**src/rtl/alu_sequencer_pkg.sv**
```systemverilog
// Shared types and widths for the ALU command sequencer.
package alu_sequencer_pkg;

    localparam int unsigned REG_W  = 5;
    localparam int unsigned DATA_W = 32;
    localparam int unsigned FUNC_W = 4;

    typedef enum logic [2:0] {
        ST_IDLE,
        ST_READ,
        ST_EXEC,
        ST_LATCH,
        ST_WRITE
    } state_t;

    typedef struct packed {
        logic              load;
        logic [REG_W-1:0]  rd;
        logic [REG_W-1:0]  rs;
        logic [REG_W-1:0]  rt;
        logic [FUNC_W-1:0] func;
        logic [DATA_W-1:0] imm;
    } cmd_t;

endpackage

```
**src/rtl/alu_sequencer_if.sv**
```systemverilog
// Command handshake between a command source and the ALU sequencer.
interface alu_sequencer_if;
    import alu_sequencer_pkg::*;

    logic              cmd_valid;
    logic              cmd_ready;
    logic              cmd_load;
    logic [REG_W-1:0]  cmd_rd;
    logic [REG_W-1:0]  cmd_rs;
    logic [REG_W-1:0]  cmd_rt;
    logic [FUNC_W-1:0] cmd_func;
    logic [DATA_W-1:0] cmd_imm;

    modport master (
        output cmd_valid, cmd_load, cmd_rd, cmd_rs, cmd_rt, cmd_func, cmd_imm,
        input  cmd_ready
    );

    modport slave (
        input  cmd_valid, cmd_load, cmd_rd, cmd_rs, cmd_rt, cmd_func, cmd_imm,
        output cmd_ready
    );

endinterface

```
**src/rtl/alu_sequencer.sv**
```systemverilog
// Sequences one load or ALU command at a time onto a register-bank datapath.
// Every datapath output is registered and set on the edge that enters its state.
module alu_sequencer
    import alu_sequencer_pkg::*;
#(
    parameter int unsigned CNT_W = 16
) (
    input  logic              clk,
    input  logic              reset,
    alu_sequencer_if.slave    cmd,
    output logic [REG_W-1:0]  reg1Addr,
    output logic [REG_W-1:0]  reg2Addr,
    output logic [REG_W-1:0]  regWrite,
    output logic [FUNC_W-1:0] aluControl,
    output logic [DATA_W-1:0] regWriteData,
    output logic              write,
    output logic              write_to_reg,
    output logic              busy,
    output logic              done,
    output logic [CNT_W-1:0]  done_count
);

    state_t state;
    cmd_t   cmd_q;
    logic   ready_q;

    assign cmd.cmd_ready = ready_q;

    always_ff @(posedge clk) begin
        if (reset) begin
            state        <= ST_IDLE;
            cmd_q        <= '0;
            ready_q      <= 1'b1;
            busy         <= 1'b0;
            reg1Addr     <= '0;
            reg2Addr     <= '0;
            regWrite     <= '0;
            aluControl   <= '0;
            regWriteData <= '0;
            write        <= 1'b0;
            write_to_reg <= 1'b0;
            done         <= 1'b0;
            done_count   <= '0;
        end else begin
            done         <= 1'b0;
            write_to_reg <= 1'b0;
            case (state)
                ST_IDLE: begin
                    if (cmd.cmd_valid) begin
                        cmd_q.load <= cmd.cmd_load;
                        cmd_q.rd   <= cmd.cmd_rd;
                        cmd_q.rs   <= cmd.cmd_rs;
                        cmd_q.rt   <= cmd.cmd_rt;
                        cmd_q.func <= cmd.cmd_func;
                        cmd_q.imm  <= cmd.cmd_imm;
                        ready_q    <= 1'b0;
                        busy       <= 1'b1;
                        // Loads skip the operand-read phases entirely
                        if (cmd.cmd_load) begin
                            state        <= ST_LATCH;
                            write        <= 1'b1;
                            regWriteData <= cmd.cmd_imm;
                        end else begin
                            state      <= ST_READ;
                            reg1Addr   <= cmd.cmd_rs;
                            reg2Addr   <= cmd.cmd_rt;
                            aluControl <= cmd.cmd_func;
                        end
                    end
                end
                ST_READ, ST_EXEC: begin
                    state      <= (state == ST_READ) ? ST_EXEC : ST_LATCH;
                    reg1Addr   <= cmd_q.rs;
                    reg2Addr   <= cmd_q.rt;
                    aluControl <= cmd_q.func;
                end
                ST_LATCH: begin
                    state        <= ST_WRITE;
                    write        <= cmd_q.load;
                    regWriteData <= cmd_q.load ? cmd_q.imm : '0;
                    regWrite     <= cmd_q.rd;
                    // Register 0 is hardwired; the command still retires
                    write_to_reg <= (cmd_q.rd != '0);
                    done         <= 1'b1;
                    done_count   <= done_count + CNT_W'(1);
                end
                ST_WRITE: begin
                    state        <= ST_IDLE;
                    ready_q      <= 1'b1;
                    busy         <= 1'b0;
                    reg1Addr     <= '0;
                    reg2Addr     <= '0;
                    regWrite     <= '0;
                    aluControl   <= '0;
                    regWriteData <= '0;
                    write        <= 1'b0;
                end
                default: begin
                    state   <= ST_IDLE;
                    ready_q <= 1'b1;
                    busy    <= 1'b0;
                end
            endcase
        end
    end

endmodule
```
**src/flat_wrapper.sv**
```systemverilog
// flat-port wrapper written by rule: the top's interface ports become plain ports
module alu_sequencer_flat import alu_sequencer_pkg::*;
#(
    parameter int unsigned CNT_W = 16
)
  (clk, reset, reg1Addr, reg2Addr, regWrite, aluControl, regWriteData, write, write_to_reg, busy, done, done_count, cmd_cmd_valid, cmd_cmd_load, cmd_cmd_rd, cmd_cmd_rs, cmd_cmd_rt, cmd_cmd_func, cmd_cmd_imm, cmd_cmd_ready);
  alu_sequencer_if cmd_i ();
  input  logic clk;
  input  logic reset;
  output logic [REG_W-1:0] reg1Addr;
  output logic [REG_W-1:0] reg2Addr;
  output logic [REG_W-1:0] regWrite;
  output logic [FUNC_W-1:0] aluControl;
  output logic [DATA_W-1:0] regWriteData;
  output logic write;
  output logic write_to_reg;
  output logic busy;
  output logic done;
  output logic [CNT_W-1:0] done_count;
  input wire logic [$bits(cmd_i.cmd_valid)-1:0] cmd_cmd_valid;
  input wire logic [$bits(cmd_i.cmd_load)-1:0] cmd_cmd_load;
  input wire logic [$bits(cmd_i.cmd_rd)-1:0] cmd_cmd_rd;
  input wire logic [$bits(cmd_i.cmd_rs)-1:0] cmd_cmd_rs;
  input wire logic [$bits(cmd_i.cmd_rt)-1:0] cmd_cmd_rt;
  input wire logic [$bits(cmd_i.cmd_func)-1:0] cmd_cmd_func;
  input wire logic [$bits(cmd_i.cmd_imm)-1:0] cmd_cmd_imm;
  output wire logic [$bits(cmd_i.cmd_ready)-1:0] cmd_cmd_ready;
  assign cmd_i.cmd_valid = cmd_cmd_valid;
  assign cmd_i.cmd_load = cmd_cmd_load;
  assign cmd_i.cmd_rd = cmd_cmd_rd;
  assign cmd_i.cmd_rs = cmd_cmd_rs;
  assign cmd_i.cmd_rt = cmd_cmd_rt;
  assign cmd_i.cmd_func = cmd_cmd_func;
  assign cmd_i.cmd_imm = cmd_cmd_imm;
  assign cmd_cmd_ready = cmd_i.cmd_ready;
  alu_sequencer #(.CNT_W(CNT_W)) u_core (.clk(clk), .reset(reset), .cmd(cmd_i), .reg1Addr(reg1Addr), .reg2Addr(reg2Addr), .regWrite(regWrite), .aluControl(aluControl), .regWriteData(regWriteData), .write(write), .write_to_reg(write_to_reg), .busy(busy), .done(done), .done_count(done_count));
endmodule
```
**config.mk**
```make
export PLATFORM = sky130hd
export DESIGN_NAME = alu_sequencer_flat
export DESIGN_NICKNAME = d
export VERILOG_FILES = /design/src/rtl/alu_sequencer_pkg.sv /design/src/rtl/alu_sequencer_if.sv /design/src/rtl/alu_sequencer.sv /design/src/flat_wrapper.sv
export SDC_FILE = /design/constraint.sdc
export NUM_CORES = 1
export LEC_CHECK = 0
export BUFFER_PORTS_ARGS = -buffer_cell sky130_fd_sc_hd__buf_2
export CAP_MARGIN = 20
export CORE_MARGIN = 2
export CORE_UTILIZATION = 35
export DETAILED_ROUTE_END_ITERATION = 10
export PLACE_DENSITY = 0.56
export SYNTH_ARGS = -nofsm -noshare
export SYNTH_HDL_FRONTEND = slang
export SYNTH_SLANG_ARGS = --single-unit
```
**constraint.sdc**
```tcl
create_clock -name clk -period 2.1 [get_ports clk]
set_input_delay 0.42 -clock clk [delete_from_list [all_inputs] [get_ports clk]]
set_output_delay 0.42 -clock clk [all_outputs]
set_load 0.01 [all_outputs]
```
==> flow_summary.yaml, run 1 <==
outcome:
  status: "finished clean"
clocking:
  htreeDepth: 4
  root_buffer: "clkbuf_16"
  post-cts-setup-buffers: 0
  ctsResizeCount: 0
  clockBufferDepth: 2
  cts_tree: "built"
  cts_hold_buf: 0
  clock_sinks: 127
  clk_latency_ps: 410
  cts_buffers: 17
  clk_pin_slew_ps: 50
route:
  drtAntennaViolNets: 0
  avgRoutedWirePerCell_um: 15.3
  totalWireLength_um: 13800
  drt_iter0_drc: 250
  routed_via_density: 5.16
  drc: 0
  via_count: 4659
  dr.pass1.iters: 4
min_path:
  hp-class: "input port to register"
  holdPathStages: 3
place:
  globalplace.congestion: 0.779
  portBuffers: 126
  postPlaceCellArea_sq_um: 6110
  dp_cells: 875
  dp_hpwl_um: 9240
global_routing:
  grt_pass1_wl_um: 22600
  antenna_found_initial: 1
  gr-total-overflow: 0
  grt_max_degree: 56
  grt_util_all_layers: 0.175
  grt_pass1_vias: 4678
floorplan:
  initial_core_util: 0.355
  dieHeight_um: 128
  io_pins: 127
  rows: 45
  core_area_sq_um: 15000
  die-area_sq_um: 16300
  die_w_um: 128
setup_path:
  worstPathArrival_ps: 2300
  rr_worst_depth: 6
  critPathMaxFanout: 31
  cp-start-kind: "register"
  path_class: "register to register"
  worstPathRequired_ps: 2440
  endpoint_kind: "register"
power:
  ir_drop_mv: 0.516
  power_density_nw_per_um2: 988
  finalPower_mw: 6.57
  leakage_nw: 2.73
synthesis:
  async_flop_share: 0
  synth_seq_cells: 127
  synth_top_area_cell: "dfxtp_1"
  synth_ff_type: "dfxtp_1"
  syn_area_per_cell_sq_um: 9.01
  yosys_warnings: 0
  synth_seq_area_share: 0.476
  synth_edf_count: 0
  synth_top_area_frac: 0.476
  synthCells: 593
  synth.area.top_cells: "dfxtp_1, a221oi_2, nand2_1"
  syn_nets: 649
  ys_types: 48
  syn-cell-area_sq_um: 5340
cells_and_area:
  drive_gt1_frac: 0.314
  largest_reg_flops: 52
  largest_register: "u_core.cmd_q"
  final_cell_area_sq_um: 6650
  reg_top3: "u_core.cmd_q (52), u_core.regWriteData (32), u_core.done_count (16)"
  nets: 762
  final_cell_mix: "dfxtp_1, buf_2, nand2_1, a21oi_1, nor2_1"
  syn2layout_area_growth_pct: 24.5
  final_common_cell: "dfxtp_1"
  fin_cells: 903
sta:
  min_period_over_period: 0.935
  maxSlewHeadroom: 0.542
  hold_ws_ps: 250
  worst_slew_pin_slew_ps: 687
  fmax_mhz: 510
  report.final.slew_viol_count: 0
  tns_ps: 0
  hold_violations: 0
  skew_ps: 6.33
  rsz0062_at_grt: "no"
  setup-violations-final: 0
  min_period_ps: 1960
job:
  maxCapViolCount: 0
report_power, final:
group / switching (mW) / internal [mW]
registers: 0.135 / 2.62
clock network: 1.00 / 1.72
logic: 0.657 / 0.430
total: 1.79 / 4.78
cells by family after synthesis:
kind of cell | after synthesis | share of synthesized area
xor gates and xnor gates | 11 | 0.0180
muxes | 1 | 0.00281
buffers and inverters | 54 | 0.0630
and+or+nand+nor | 262 | 0.219
adders and majority gates | 2 | 0.00422
AOI/OAI and AO/OA | 136 | 0.216
DFF | 127 | 0.476
through the flow:
step | utilization | setup slack, ps
global placement | 0.406 | 202
CTS | 0.442 | 140
floorplan | - | 515
detailed placement | 0.406 | 166
finish | 0.442 | 137
global route | 0.442 | 5.62
worst paths after layout:
path,from,to,slack [ps]
worst min-delay path,cmd_cmd_rd[1],u_core.cmd_q[47]$_SDFFE_PP0P_,250
worst max-delay path,u_core.state[0]$_SDFFE_PP0P_,u_core.regWriteData[1]$_SDFFE_PP0P_,140
worst min register to register,u_core.cmd_q[35]$_SDFFE_PP0P_,u_core.cmd_q[35]$_SDFFE_PP0P_,460
worst max register to register,u_core.state[0]$_SDFFE_PP0P_,u_core.regWriteData[1]$_SDFFE_PP0P_,140
worst max-delay path, cell delays in order, from the launching register on:
cell      delay [ps]
dfxtp_1          570
buf_4            230
nor2_1           100
a21oi_4          160
buf_4            470
a221oi_1         150
nor3_1           190
cell usage after synthesis, types with 2 or more instances:
| library cell | n |
|---|---|
| a2111oi_0 | 6 |
| a221oi_1 | 6 |
| buf_6 | 11 |
| or4_1 | 2 |
| nor4_1 | 2 |
| nor3_1 | 56 |
| and4_1 | 2 |
| nand3_1 | 4 |
| dfxtp_1 | 127 |
| a221oi_2 | 39 |
| buf_4 | 8 |
| o21ai_0 | 5 |
| inv_1 | 3 |
| clkbuf_1 | 15 |
| xor2_1 | 4 |
| nor2_1 | 58 |
| a21oi_1 | 68 |
| buf_2 | 17 |
| nand2_1 | 115 |
| or2_1 | 3 |
| or3_1 | 4 |
| xnor2_1 | 7 |
| nand4_1 | 5 |
| a21oi_2 | 2 |
area by class of cell:
class	instances	area (sq um)
antenna	1	2.50
clock buffer	18	439
clock inverter	9	97.6
fill	1467	8380
inverter	3	11.3
multi-input combinational	412	2470
sequential	127	2540
tap	188	235
timing repair buffer	145	851
metal layers:
layer | wire (um) | up-vias | GRT usage | part of all wire
met3 | 640 | 20 | 0.0523 | 0.046
li1 | - | 2338 | - | -
met4 | 241 | 0 | 0.0614 | 0.017
met1 | 6100 | 2196 | 0.209 | 0.44
met2 | 6810 | 105 | 0.299 | 0.49
met5 | 0 | - | 0 | 0
Note: power is estimated with default switching activity, not from simulation.
==> inputs of run 2 (changes only) <==
--- a/config.mk
+++ b/config.mk
@@ -8,9 +8,9 @@
 export BUFFER_PORTS_ARGS = -buffer_cell sky130_fd_sc_hd__buf_2
 export CAP_MARGIN = 20
 export CORE_MARGIN = 2
-export CORE_UTILIZATION = 35
+export CORE_UTILIZATION = 30
 export DETAILED_ROUTE_END_ITERATION = 10
-export PLACE_DENSITY = 0.56
+export PLACE_DENSITY = 0.5
 export SYNTH_ARGS = -nofsm -noshare
 export SYNTH_HDL_FRONTEND = slang
 export SYNTH_SLANG_ARGS = --single-unit
==> constraint.sdc (replaced) <==
create_clock -name clk -period 2.5 [get_ports clk]
set_input_delay 0.5 -clock clk [delete_from_list [all_inputs] [get_ports clk]]
set_output_delay 0.5 -clock clk [all_outputs]
set_load 0.01 [all_outputs]
==> run 2 against run 1 <==
Effect of this change: fmax fell by 10%; count of clock-buffer cells in the layout did not move; largest power group is now clock; utilization fell by 5.7 points; first-iteration DRC count fell by 9.2%; clock skew fell by 0.69 ps; sequential share of layout area fell by 0.22 points; sequential power fell by 16%.
==> flow_summary.yaml, run 2 (synthesis results as in run 1) <==
setup_path:
  cp-start-kind: "register"
  endpoint_kind: "register"
  worstPathArrival_ps: 2500
  rr_worst_depth: 4
  worstPathRequired_ps: 2820
  critPathMaxFanout: 31
  path_class: "register to register"
clocking:
  htreeDepth: 4
  ctsResizeCount: 0
  root_buffer: "clkbuf_16"
  cts_hold_buf: 0
  clockBufferDepth: 2
  clk_pin_slew_ps: 60
  cts_buffers: 17
  post-cts-setup-buffers: 0
  clk_latency_ps: 410
  cts_tree: "built"
  clock_sinks: 127
cells_and_area:
  fin_util: 0.385
  reg_top3: "u_core.cmd_q (52), u_core.regWriteData (32), u_core.done_count (16)"
  largest_reg_flops: 52
  largest_register: "u_core.cmd_q"
  drive_gt1_frac: 0.308
  nets: 751
  final_common_cell: "dfxtp_1"
  final_cell_mix: "dfxtp_1, buf_2, nand2_1, a21oi_1, nor2_1"
  syn2layout_area_growth_pct: 25.2
floorplan:
  initial_core_util: 0.308
  io_pins: 127
  die-area_sq_um: 18900
  rows: 48
  dieHeight_um: 137
  die_w_um: 137
  core_area_sq_um: 17400
power:
  power_switching_mw: 1.57
  leakage_nw: 2.70
  seq_power_share: 0.399
  combinationalPowerShare: 0.152
  p_sw_frac: 0.271
  power_density_nw_per_um2: 869
  ir_drop_mv: 0.530
  p_int_mw: 4.24
  finalPower_mw: 5.81
  power_frac_clock: 0.449
sta:
  worst_slew_pin_slew_ps: 966
  maxSlewHeadroom: 0.356
  fmax_mhz: 458
  tns_ps: 0
  hold_violations: 0
  min_period_ps: 2180
  rsz0062_at_grt: "no"
  skew_ps: 5.64
  report.final.slew_viol_count: 0
  setup-violations-final: 0
  min_period_over_period: 0.873
place:
  dp_hpwl_um: 9120
  portBuffers: 126
  globalplace.congestion: 0.799
route:
  wl_met3_um: 858
  drt_iter0_drc: 227
  met1_length_um: 6700
  routed_via_density: 5.01
  avgRoutedWirePerCell_um: 15.3
  dr_wl_met2_um: 6610
  totalWireLength_um: 14300
  drtAntennaViolNets: 0
  drc: 0
  highest_layer: "met5"
  dr.pass1.iters: 5
  via_count: 4684
global_routing:
  grt_pass1_wl_um: 22500
  gr-total-overflow: 0
  grt_pass1_vias: 4325
  antenna_found_initial: 2
  grt_util_all_layers: 0.154
  grt_max_degree: 78
job:
  maxCapViolCount: 0
outcome:
  status: "finished clean"
min_path:
  holdPathStages: 3
  hp-class: "input port to register"
## run 2: changes by cell type in the layout (fill, tap and decap cells not counted)
cell,delta
buf_4,-9
clkinv_4,+3
buf_12,-2
bufinv_16,+2
clkinv_2,-2
clkinvlp_4,+1
inv_6,+1
o22ai_2,-1
o22ai_4,+1
## run 2: metal layers
metal	track usage	vias up
li1	-	2318
met1	0.198	2235
met2	0.242	115
met3	0.0493	14
met4	0.0550	2
met5	0	-
## run 2: final cells by class
cell class              instances  area, sq um
multi-input cells             412         2480
fillers                      1770        10700
inverters                       3         11.3
flip-flops and latches        127         2540
repair buffers                134          743
diodes                          1         2.50
well taps                     225          282
clock inverters                14          190
clock buffers                  18          439
## run 2: final timing paths
check                                                    from                                   end  slack (ps)
worst min-delay path                            cmd_cmd_rd[4]         u_core.cmd_q[50]$_SDFFE_PP0P_         330
worst min register to register  u_core.cmd_q[45]$_SDFFE_PP0P_         u_core.cmd_q[45]$_SDFFE_PP0P_         460
worst max register to register   u_core.state[0]$_SDFFE_PP0P_  u_core.regWriteData[10]$_SDFFE_PP0P_         320
worst max-delay path             u_core.state[0]$_SDFFE_PP0P_  u_core.regWriteData[10]$_SDFFE_PP0P_         320
## run 2: stage by stage
stage	hold slack (ps)	setup slack, ps	instances	instance area, sq um
6_report	328	318	934	6690
5_1_grt	328	32.7	933	6690
4_1_cts	303	308	933	6690
3_5_place_dp	450	334	901	6060
3_3_place_gp	442	434	901	6060
2_1_floorplan	436	856	593	5340
## run 2: worst max-delay path, stage by stage (launching register included)
cell,delay [ps]
dfxtp_1,710
nand2_2,300
o22ai_4,790
nor2_1,90
nor3_1,190
## run 2: power by group through the flow
| stage | Combinational (mW) | Clock, mW | Sequential, mW |
|---|---|---|---|
| 3_3_place_gp | 0.880 | 0 | 2.36 |
| 4_1_cts | 0.898 | 2.68 | 2.32 |
| 5_1_grt | 0.984 | 2.77 | 2.34 |
| 2_1_floorplan | 0.576 | 0 | 2.38 |
| 3_5_place_dp | 0.894 | 0 | 2.36 |
| 6_report | 0.884 | 2.61 | 2.32 |
